## src/rtl/input_conditioner.sv

```systemverilog
// input_conditioner: synchronizes and debounces the enter button, captures the
// digit switches at the moment a press is accepted, and flags non-decimal codes.
//
// Output protocol: enter_pulse is a one-cycle strobe with no back-pressure.
// digit_out and digit_invalid are valid from the strobe cycle onward and hold
// until the next strobe. enter_level is the debounced button level.
module input_conditioner #(
  parameter int DEBOUNCE_CYCLES = 16
) (
  input  logic       clk,
  input  logic       reset,
  input  logic [3:0] raw_digit,
  input  logic       raw_enter,
  output logic [3:0] digit_out,
  output logic       enter_pulse,
  output logic       enter_level,
  output logic       digit_invalid,
  output logic [2:0] fsm_state
);

  localparam int CW = $clog2(DEBOUNCE_CYCLES + 1);
  localparam logic [CW-1:0] CNT_TARGET = CW'(DEBOUNCE_CYCLES);
  localparam logic [CW-1:0] CNT_ONE    = CW'(1);
  localparam logic [CW-1:0] CNT_MAX    = '1;

  typedef enum logic [2:0] {
    ARM         = 3'd0,
    IDLE_LOW    = 3'd1,
    WAIT_HIGH   = 3'd2,
    STABLE_HIGH = 3'd3,
    WAIT_LOW    = 3'd4
  } state_t;

  logic          enter_meta;
  logic          s_enter;
  logic [3:0]    digit_meta;
  logic [3:0]    s_digit;

  state_t        state;
  state_t        state_next;
  logic [CW-1:0] cnt;
  logic [CW-1:0] cnt_next;
  logic [CW-1:0] cnt_inc;
  logic          accept;
  logic          release_done;

  assign fsm_state = state;

  // Saturating increment: the counter never wraps back below the target.
  assign cnt_inc = (cnt == CNT_MAX) ? cnt : cnt + CNT_ONE;

  // Two-flop synchronizers for the button and each digit bit.
  always_ff @(posedge clk) begin
    if (reset) begin
      enter_meta <= 1'b0;
      s_enter    <= 1'b0;
      digit_meta <= 4'd0;
      s_digit    <= 4'd0;
    end else begin
      enter_meta <= raw_enter;
      s_enter    <= enter_meta;
      digit_meta <= raw_digit;
      s_digit    <= digit_meta;
    end
  end

  // Debounce state and shared counter registers.
  always_ff @(posedge clk) begin
    if (reset) begin
      state <= ARM;
      cnt   <= '0;
    end else begin
      state <= state_next;
      cnt   <= cnt_next;
    end
  end

  // Next-state logic. A level change is accepted on the edge where the
  // incremented count of consecutive stable samples reaches the target.
  always_comb begin
    state_next   = state;
    cnt_next     = cnt;
    accept       = 1'b0;
    release_done = 1'b0;
    case (state)
      ARM: begin
        // Requires a sustained low before any press can be seen, so a button
        // held through reset never produces a press.
        if (s_enter) begin
          cnt_next = '0;
        end else if (cnt_inc == CNT_TARGET) begin
          state_next = IDLE_LOW;
          cnt_next   = '0;
        end else begin
          cnt_next = cnt_inc;
        end
      end
      IDLE_LOW: begin
        if (s_enter) begin
          state_next = WAIT_HIGH;
          cnt_next   = CNT_ONE;
        end
      end
      WAIT_HIGH: begin
        if (!s_enter) begin
          state_next = IDLE_LOW;
          cnt_next   = '0;
        end else if (cnt_inc == CNT_TARGET) begin
          state_next = STABLE_HIGH;
          cnt_next   = '0;
          accept     = 1'b1;
        end else begin
          cnt_next = cnt_inc;
        end
      end
      STABLE_HIGH: begin
        if (!s_enter) begin
          state_next = WAIT_LOW;
          cnt_next   = CNT_ONE;
        end
      end
      WAIT_LOW: begin
        if (s_enter) begin
          state_next = STABLE_HIGH;
          cnt_next   = '0;
        end else if (cnt_inc == CNT_TARGET) begin
          state_next   = IDLE_LOW;
          cnt_next     = '0;
          release_done = 1'b1;
        end else begin
          cnt_next = cnt_inc;
        end
      end
      default: begin
        state_next = ARM;
        cnt_next   = '0;
      end
    endcase
  end

  // Registered outputs: strobe, debounced level and digit captured at accept.
  always_ff @(posedge clk) begin
    if (reset) begin
      enter_pulse   <= 1'b0;
      enter_level   <= 1'b0;
      digit_out     <= 4'd0;
      digit_invalid <= 1'b0;
    end else begin
      enter_pulse <= accept;
      if (accept) begin
        enter_level   <= 1'b1;
        digit_out     <= s_digit;
        digit_invalid <= (s_digit > 4'd9);
      end else if (release_done) begin
        enter_level <= 1'b0;
      end
    end
  end

endmodule
```

## config.mk

```make
export PLATFORM = sky130hd
export DESIGN_NAME = input_conditioner
export DESIGN_NICKNAME = d
export VERILOG_FILES = /design/src/rtl/input_conditioner.sv
export SDC_FILE = /design/constraint.sdc
export NUM_CORES = 1
export LEC_CHECK = 0
export BUFFER_PORTS_ARGS = -buffer_cell sky130_fd_sc_hd__buf_2
export CAP_MARGIN = 20
export CORE_ASPECT_RATIO = 0.8
export CORE_UTILIZATION = 50
export DETAILED_ROUTE_END_ITERATION = 12
export PLACE_DENSITY = 0.77
export SKIP_CTS_REPAIR_TIMING = 1
export SLEW_MARGIN = 0
export SYNTH_ARGS = -nofsm -noshare
export SYNTH_HDL_FRONTEND = slang
export SYNTH_SLANG_ARGS = --single-unit
```

## constraint.sdc

```tcl
create_clock -name clk -period 2.4 [get_ports clk]
set_input_delay 0 -clock clk [delete_from_list [all_inputs] [get_ports clk]]
set_output_delay 0 -clock clk [all_outputs]
set_load 0.05 [all_outputs]
```

==> results of run 1 <==
-- synth_stat cells (all sizes together), types with 2 or more instances --
master and instances:
buf 5, inv 4, o31ai 2, a22oi 2, nand3 8, dfxtp 25, nand2 3, nor2 5
o21ai 9, clkbuf 4, xor2 2, a21oi 12, nor3 6, a211oi 4, nor2b 13
-- how the worst min path moves through the flow --
stage | to | depth (start not counted) | slack (ns)
2_1_floorplan | digit_meta[0] | 1 | 0.13
3_3_place_gp | digit_meta[3] | 2 | 0.21
3_5_place_dp | digit_meta[3] | 2 | 0.22
4_1_cts | digit_meta[3] | 2 | -0.13
5_1_grt | digit_meta[2] | 2 | 0.1
6_report | enter_pulse | 2 | 0.11
-- report_power, final --
group	switching (mW)	internal (mW)	leakage, nW
clock network	0.124	0.0638	0.0139
logic	0.0425	0.0321	0.273
registers	0.0153	0.429	0.204
total	0.182	0.524	0.492
-- worst register-to-register path, stage by stage, from the launching register on --
cell	delay, ns
dfxtp_1	0.47
ha_1	0.37
nand3_2	0.19
a211oi_4	0.33
o221ai_4	0.19
o31ai_2	0.24
a21oi_1	0.10
-- registers in the layout, indices dropped and copies added (netlist names) --
register       cells
enter_meta         1
enter_level        1
digit_out          4
enter_pulse        1
cnt                5
s_enter            1
s_digit            4
fsm_state          3
digit_invalid      1
digit_meta         4
-- layer usage --
metal  track usage [%]  up-vias
met5                 0        -
met4             7.317        0
met3             6.017        5
met2             30.48       25
met1             23.26      409
li1                  -      464
-- cells by family (layout without fill, tap and decap cells) --
family / count (synthesis) / in the layout / synth area share [%]
simple gates: 43 / 43 / 22.91
compound gates: 37 / 37 / 24.52
flops: 25 / 25 / 42.83
xor+xnor: 2 / 2 / 1.499
buf+inv: 13 / 29 / 6.316
mux: 1 / 1 / 0.8566
fa+ha+maj: 1 / 1 / 1.070
-- through the flow --
| step | hold slack (ns) | total power, mW | instances | cell area (um^2) | util, % |
|---|---|---|---|---|---|
| after floorplan | 0.1282 | 0.5067 | 122 | 1169 | - |
| final | 0.1097 | 0.7066 | 163 | 1301 | 59.77 |
| after global routing | 0.09795 | 0.7401 | 163 | 1301 | 59.77 |
| after global placement | 0.2112 | 0.5171 | 154 | 1221 | 56.09 |
| after CTS | -0.1349 | 0.7074 | 158 | 1251 | 57.47 |
| after detailed placement | 0.2155 | 0.5194 | 154 | 1221 | 56.09 |
-- layout make-up --
type | count | share of cell area (%)
clock buffers | 3 | 1.731
clock inverters | 1 | 0.5769
inverters | 4 | 1.154
multi-input cells | 84 | 45.67
flip-flops and latches | 25 | 38.46
well taps | 25 | 2.404
repair buffers | 21 | 10.00
==> reports/metrics.cfg, run 1 <==
[final_layout]
multi_input_area_um2 = 594.3
synthToLayoutAreaGrowth_pct = 11.35
layout.cells.most_common = dfxtp_1
antenna_cells = 0
final_cell_mix = dfxtp_1, buf_2, nor2b_1
fillCellCount = 205
fin_nets = 147
regArea_um2 = 500.5
drive_gt1_share_pct = 24.64

[synthesis]
synth_top_area_share_pct = 42.83
syn_inst = 122
async_reset_ff_share_pct = 0
synth_enable_flop_cells = 0
syn_area_um2 = 1169
yosys-top-cells-area = dfxtp_1, nor2b_1, a21oi_1
synth_area_per_cell_um2 = 9.579
yosysTopAreaCell = dfxtp_1
ys_warn_count = 0
ys.flop_type = dfxtp_1
syn_nets = 130
ys_ff_latch = 25
synth_cell_types = 41
yosysSeqAreaShare_pct = 42.83

[detailed_routing]
dr.first_iter.drc_count = 28
drt_wl_total_mm = 2.193
topRoutingLayerUsed = met4
first_pass_iters = 4
routed_via_density = 5.540
wirelength_met1_mm = 1.000
routed-wl-met2_mm = 1.041
drc = 0
drtAntennaViolNets = 0
dr_wl_met3_um = 124
wl_per_cell_um = 13.45
vias = 903

[worst_setup_path]
cp_slowest_cell = dfxtp_1
critical-path-top-delay-family = compound AO/OA/AOI/OAI gates
crit_path_end = enter_level
worstSetupPathType = reg2reg
critical_path.startpoint = cnt[0]
timing.rr.end = enter_level
start_kind = flop
regToRegSetupSlack_ns = 0.39
r2r-start = cnt[0]
critical_path_depth = 6
cp_max_fo = 8
cp_num_buf_inv = 0
cp-end-kind = flop
rr_worst_depth = 6
worst_ep_arrival_time_ns = 2.21
required_ns = 2.60
cpPeakStageDelay_ns = 0.47
path_cells = ha_1, nand3_2, a211oi_4, o221ai_4, o31ai_2, a21oi_1

[worst_hold_path]
min_from = reset
hp-class = in2reg

[floorplan]
die-area_um2 = 2536
start_util_pct = 53.68
core_um2 = 2177
io_pins = 17
fp.dieH_um = 45.24
die_w_um = 56.05
rows = 15

[placed_design]
place_congestion = 0.8136
port_buffers = 16
place_worst_setup_slack_ns = 0.4277
dpl.hpwl_mm = 1.486

[sta]
final-setup-viol-count = 0
slew_headroom_pct = 61.87
drv_slew = 0
fin_ws_ns = 0.3946
fmax_mhz = 498.6
fin_crit_sh_pct = 83.56
hold_viol = 0
rsz0062_at_grt = no
worstMarginPinSlew_ns = 0.5708
clock_skew_ns = 0.001729
post-route-min-period_ns = 2.005
tns_ns = 0

[pwr]
ir_worst_vdd_v = 0.0004110
leakagePower_nw = 0.4915
power_density_nw_per_um2 = 543.0

[global_routing]
antenna_found_initial = 0
overflow = 0
grt_pass1_vias = 768
grt_use_total_pct = 18.58
grt_pass1_wl_mm = 3.512
grt_max_degree = 28

[cts]
clkSinkCount = 25
cts_root_buf = clkbuf_4
cts_buffer_depth = 2
numCtsBuffers = 3
cts_tree = yes
cts.reportedPaths.clkPinSlew_ns = 0.13
clock_latency_ns = 0.32
htreeDepth = 1

[flow_run]
maxCapViolCount = 0

[outcome]
outcome = complete, no violations

No activity file was read; power rests on OpenSTA's default activity.
==> inputs of run 2 (changes only) <==
ABC_AREA = 1   (was default)
clock period = 1.9 ns   (was 2.4 ns; I/O delays follow)
==> reports/metrics.cfg, run 2 <==
[floorplan]
rows = 15  ; unchanged
core_um2 = 2140  ; was 2177 um^2
die-area_um2 = 2460  ; was 2536 um^2
die_w_um = 55.21  ; was 56.05 um
io_pins = 17  ; unchanged
fp.dieH_um = 44.57  ; was 45.24 um
start_util_pct = 52.92  ; was 53.68%

[cts]
cts_tree = yes  ; unchanged
cts_buffer_depth = 2  ; unchanged
cts.reportedPaths.clkPinSlew_ns = 0.14  ; was 0.13 ns
htreeDepth = 1  ; unchanged
numCtsBuffers = 3  ; unchanged
cts_root_buf = clkbuf_4  ; unchanged
clkSinkCount = 25  ; unchanged
clock_latency_ns = 0.32  ; about the same

[synthesis]
syn_nets = 164  ; was 130
yosysMostFrequentCell = nand2_1  ; was dfxtp_1
ys.flop_type = dfxtp_1  ; unchanged
synth_area_per_cell_um2 = 7.259  ; was 9.579 um^2
ys_warn_count = 0  ; unchanged
yosys-top-cells-area = dfxtp_1, nand2_1, inv_1  ; was dfxtp_1, nor2b_1, a21oi_1
syn_area_um2 = 1132  ; was 1169 um^2
yosysTopAreaCell = dfxtp_1  ; unchanged
ys_top_cells_by_count = nand2_1, inv_1, dfxtp_1  ; was dfxtp_1, nor2b_1, a21oi_1
synth_cell_types = 26  ; was 41
synth_top_area_share_pct = 44.20  ; was 42.83%
synth_enable_flop_cells = 0  ; unchanged
yosysSeqAreaShare_pct = 44.20  ; was 42.83%
ys_ff_latch = 25  ; unchanged
async_reset_ff_share_pct = 0  ; unchanged
syn_inst = 156  ; was 122

[final_layout]
antenna_cells = 0  ; unchanged
largest-register = cnt  ; unchanged
fin_nets = 187  ; was 147
synthToLayoutAreaGrowth_pct = 15.58  ; was 11.35%
layout.cells.most_common = nand2_1  ; was dfxtp_1
largest_reg_flops = 5  ; unchanged
final_cell_mix = nand2_1, inv_1, dfxtp_1  ; was dfxtp_1, buf_2, nor2b_1
drive_gt1_share_pct = 17.98  ; was 24.64%

[detailed_routing]
drc = 0  ; unchanged
drt_wl_total_mm = 2.069  ; was 2.193 mm
wl_per_cell_um = 10.19  ; was 13.45 um
vias = 1012  ; was 903
routed_via_density = 4.985  ; was 5.540
dr.first_iter.drc_count = 32  ; was 28
drtAntennaViolNets = 0  ; unchanged
first_pass_iters = 5  ; was 4

[sta]
fmax_mhz = 575.4  ; was 498.6 MHz
tns_ns = 0  ; unchanged
drv_slew = 0  ; unchanged
worstMarginPinSlew_ns = 0.3885  ; was 0.5708 ns
fin_ws_ns = 0.1621  ; was 0.3946 ns
clock_skew_ns = 0.001235  ; was 0.001729 ns
rsz0062_at_grt = no  ; unchanged
final-setup-viol-count = 0  ; unchanged
fin_crit_sh_pct = 91.47  ; was 83.56%
hold_viol = 0  ; unchanged
slew_headroom_pct = 74.10  ; was 61.87%
post-route-min-period_ns = 1.738  ; was 2.005 ns

[worst_setup_path]
required_ns = 2.14  ; was 2.60 ns
cpPeakStageDelay_ns = 0.41  ; was 0.47 ns
cp-end-kind = flop  ; unchanged
worstSetupPathType = reg2reg  ; unchanged
path_cells = ha_1, xnor2_1, nand2_1, nor2_4, nand4_4, nor2_8, inv_2, nor2_1, nor2_1  ; was ha_1, nand3_2, a211oi_4, o221ai_4, o31ai_2, a21oi_1
cpMostUsedCell = nor2_1
cp_max_fo = 8  ; unchanged
cp_slowest_cell = dfxtp_2  ; was dfxtp_1
start_kind = flop  ; unchanged
worst_ep_arrival_time_ns = 1.97  ; was 2.21 ns

[global_routing]
grt_max_degree = 24  ; was 28
grt_pass1_vias = 850  ; was 768
grt_pass1_wl_mm = 3.491  ; was 3.512 mm
antenna_found_initial = 0  ; unchanged
grt_use_total_pct = 17.82  ; was 18.58%
overflow = 0  ; unchanged

[placed_design]
dpl.hpwl_mm = 1.561  ; was 1.486 mm
port_buffers = 16  ; unchanged
place_worst_setup_slack_ns = 0.1344  ; was 0.4277 ns
place_congestion = 0.9602  ; was 0.8136

[pwr]
ir_worst_vdd_v = 0.0005063  ; was 0.0004110 V
leakagePower_nw = 0.6714  ; was 0.4915 nW
power_density_nw_per_um2 = 750.3  ; was 543.0 nW/um^2

[worst_hold_path]
hp-class = in2reg  ; unchanged

[outcome]
outcome = complete, no violations  ; unchanged

[flow_run]
maxCapViolCount = 0  ; unchanged

[run 2: cell count changes in the layout (fill, tap and decap cells not counted), sizes merged, moves of 3 or more]
cell    delta
nand2     +34
inv       +26
nor2      +17
nor2b     -13
a211oi     -4
nand4      +4
nor3       -3
[run 2: worst max-delay path, delay by kind of cell, from the launching register on]
kind | cells | cell delay (ns)
xor gates and xnor gates | 1 | 0.15
adders and majority gates | 1 | 0.26
buffers and inverters | 1 | 0.08
DFF | 1 | 0.41
and+or+nand+nor | 6 | 0.75
[run 2: path summary, 6_finish.rpt]
check        startpoint  depth (start not counted)  slack [ns]            end
max              cnt[0]                          9        0.16   digit_out[0]
max reg2reg      cnt[0]                          9        0.16   digit_out[0]
min               reset                          2        0.06  digit_meta[1]
min reg2reg  enter_meta                          2        0.41        s_enter
[run 2: cell families after synthesis]
group                    Yosys count  synth area share (%)
flip-flops                        25                 44.20
XOR/XNOR                           1                0.7736
AND/OR/NAND/NOR                   74                 31.16
buffers and inverters             32                 11.27
adder cells (fa/ha/maj)            1                 1.105
AO/OA/AOI/OAI                     23                 11.49
[run 2: where the power goes]
part / leakage [nW] / internal, mW / switching, mW
Combinational: 0.448 / 0.0579 / 0.104
Clock: 0.0183 / 0.0857 / 0.164
Sequential: 0.205 / 0.548 / 0.0224
[run 2: area by class of cell]
type                    instances  area [um^2]
fillers                       200        830.8
multi-input cells              99        504.2
flip-flops and latches         25        503.0
repair buffers                 21        130.1
inverters                      29        108.9
well taps                      25        31.28
clock buffers                   3        22.52
clock inverters                 1        8.758
[run 2: per-stage QoR]
| stage | total power, mW | area [um^2] | utilization, % | instances | hold WS (ns) |
|---|---|---|---|---|---|
| 2_1_floorplan | 0.6990 | 1132 | - | 156 | 0.07931 |
| 3_3_place_gp | 0.7268 | 1225 | 57.25 | 194 | 0.2013 |
| 3_5_place_dp | 0.7332 | 1225 | 57.25 | 194 | 0.2076 |
| 4_1_cts | 0.9837 | 1256 | 58.71 | 198 | -0.1501 |
| 5_1_grt | 1.041 | 1309 | 61.17 | 203 | 0.07143 |
| 6_report | 0.9819 | 1309 | 61.17 | 203 | 0.06368 |
[run 2: routing by layer]
layer | up-vias | share of wire [%] | global-route usage [%]
li1 | 532 | - | -
met1 | 441 | 46 | 21.25
met2 | 34 | 47 | 32.29
met3 | 5 | 6.1 | 4.386
met4 | 0 | 0.92 | 5.500
met5 | - | 0 | 0
==> inputs of run 3 (changes only) <==
CORE_UTILIZATION = 54   (was 50)
PLACE_DENSITY = 0.82   (was 0.77)
==> reports/metrics.cfg, run 3 (same netlist as run 2, synthesis figures left out) <==
[outcome]
outcome = complete, no violations  ; unchanged

[global_routing]
antenna_found_initial = 0  ; unchanged
grt_pass1_wl_mm = 3.477  ; was 3.491 mm
overflow = 0  ; unchanged
grt_use_total_pct = 21.01  ; was 17.82%
grt_max_degree = 24  ; unchanged
grt_pass1_vias = 856  ; was 850

[flow_run]
maxCapViolCount = 0  ; unchanged

[final_layout]
largest_reg_flops = 5  ; unchanged
layout.cells.most_common = nand2_1  ; unchanged
antenna_cells = 0  ; unchanged
synthToLayoutAreaGrowth_pct = 15.36  ; was 15.58%
drive_gt1_share_pct = 17.98  ; unchanged
final_cell_mix = nand2_1, inv_1, dfxtp_1  ; unchanged
final_util_pct = 67.79  ; was 61.17%
fin_nets = 187  ; unchanged
largest-register = cnt  ; unchanged

[detailed_routing]
dr.first_iter.drc_count = 26  ; was 32
wl_per_cell_um = 10.82  ; was 10.19 um
drtAntennaViolNets = 0  ; unchanged
vias = 1021  ; was 1012
first_pass_iters = 4  ; was 5
drc = 0  ; unchanged
drt_wl_total_mm = 2.185  ; was 2.069 mm
routed_via_density = 5.054  ; was 4.985

[floorplan]
core_um2 = 1927  ; was 2140 um^2
io_pins = 17  ; unchanged
die-area_um2 = 2285  ; was 2460 um^2
die_w_um = 53.20  ; was 55.21 um
fp.dieH_um = 42.96  ; was 44.57 um
start_util_pct = 58.77  ; was 52.92%
rows = 14  ; was 15

[worst_setup_path]
cp-end-kind = flop  ; unchanged
start_kind = flop  ; unchanged
cp_max_fo = 7  ; was 8
worst_ep_arrival_time_ns = 1.95  ; was 1.97 ns
required_ns = 2.11  ; was 2.14 ns
worstSetupPathType = reg2reg  ; unchanged

[placed_design]
port_buffers = 16  ; unchanged
place_worst_setup_slack_ns = 0.1191  ; was 0.1344 ns
dpl.hpwl_mm = 1.617  ; was 1.561 mm
place_congestion = 0.9732  ; was 0.9602

[sta]
post-route-min-period_ns = 1.735  ; was 1.738 ns
fin_crit_sh_pct = 91.32  ; was 91.47%
slew_headroom_pct = 73.23  ; was 74.10%
hold_viol = 0  ; unchanged
clock_skew_ns = 0.01410  ; was 0.001235 ns
fmax_mhz = 576.4  ; was 575.4 MHz
tns_ns = 0  ; unchanged
drv_slew = 0  ; unchanged
worstMarginPinSlew_ns = 0.4016  ; was 0.3885 ns
final-setup-viol-count = 0  ; unchanged
fin_ws_ns = 0.1650  ; was 0.1621 ns
rsz0062_at_grt = no  ; unchanged

[worst_hold_path]
hp-class = in2reg  ; unchanged

[cts]
clkSinkCount = 25  ; unchanged
clock_latency_ns = 0.32  ; about the same
cts.reportedPaths.clkPinSlew_ns = 0.15  ; was 0.14 ns
cts_buffer_depth = 2  ; unchanged
numCtsBuffers = 3  ; unchanged
cts_root_buf = clkbuf_4  ; unchanged
htreeDepth = 1  ; unchanged
cts_tree = yes  ; unchanged

[pwr]
combPwrFrac_pct = 16.7  ; was 16.5%
power_density_nw_per_um2 = 746.2  ; was 750.3 nW/um^2
ir_worst_vdd_v = 0.0006517  ; was 0.0005063 V
intPower_uw = 686.7  ; was 691.6 uW
power.switching_uw = 288.0  ; was 290.3 uW
clkPwrFrac_pct = 24.7  ; was 25.5%
p_sw_share_pct = 29.55  ; was 29.57%
pwr-share-seq_pct = 58.5  ; was 58.1%
leakagePower_nw = 0.6670  ; was 0.6714 nW

run 3: cell count changes in the layout (fill, tap and decap cells not counted):
cell / before / now
clkinvlp_4: 0 / 1
inv_6: 1 / 0
run 3: layout make-up:
cell class / instances / area (um^2)
Inverter: 29 / 108.9
Timing Repair Buffer: 21 / 130.1
Clock buffer: 3 / 22.52
Fill cell: 180 / 620.6
Sequential cell: 25 / 503.0
Clock inverter: 1 / 7.507
Tap cell: 24 / 30.03
Multi-Input combinational cell: 99 / 504.2
run 3: path summary, 6_finish.rpt:
check        startpoint           end  slack (ns)  cells after the start
max              cnt[0]  fsm_state[1]        0.16                      9
min               reset  fsm_state[0]        0.07                      2
max reg2reg      cnt[0]  fsm_state[1]        0.16                      9
min reg2reg  enter_meta       s_enter        0.40                      2
run 3: power by group through the flow:
stage	Clock (mW)	Sequential [mW]	Combinational [mW]
2_1_floorplan	0	0.584	0.115
3_3_place_gp	0	0.577	0.150
3_5_place_dp	0	0.580	0.154
4_1_cts	0.248	0.568	0.155
5_1_grt	0.274	0.574	0.185
6_report	0.241	0.571	0.163
run 3: stage by stage:
step / std cells / power (mW) / cell area (um^2) / hold WS [ns]
after global routing: 202 / 1.034 / 1306 / 0.07042
after global placement: 193 / 0.7273 / 1224 / 0.2028
after detailed placement: 193 / 0.7333 / 1224 / 0.2050
after CTS: 197 / 0.9707 / 1254 / -0.1388
after floorplan: 156 / 0.6990 / 1132 / 0.07931
final: 202 / 0.9747 / 1306 / 0.06698
run 3: worst max-delay path, cell delays in order (launching register included):
cell     delay [ns]
dfxtp_2        0.42
ha_1           0.26
xnor2_1        0.14
nand2_1        0.13
nor2_4         0.15
nand4_4        0.15
nand2_1        0.13
nand3_1        0.10
nand2_1        0.09
a21oi_1        0.06
run 3: layer usage:
| layer | GRT usage [%] | share of wire [%] |
|---|---|---|
| met1 | 24.34 | 46 |
| met2 | 34.68 | 48 |
| met3 | 7.527 | 4.4 |
| met4 | 8.421 | 1.1 |
| met5 | 0 | 0 |
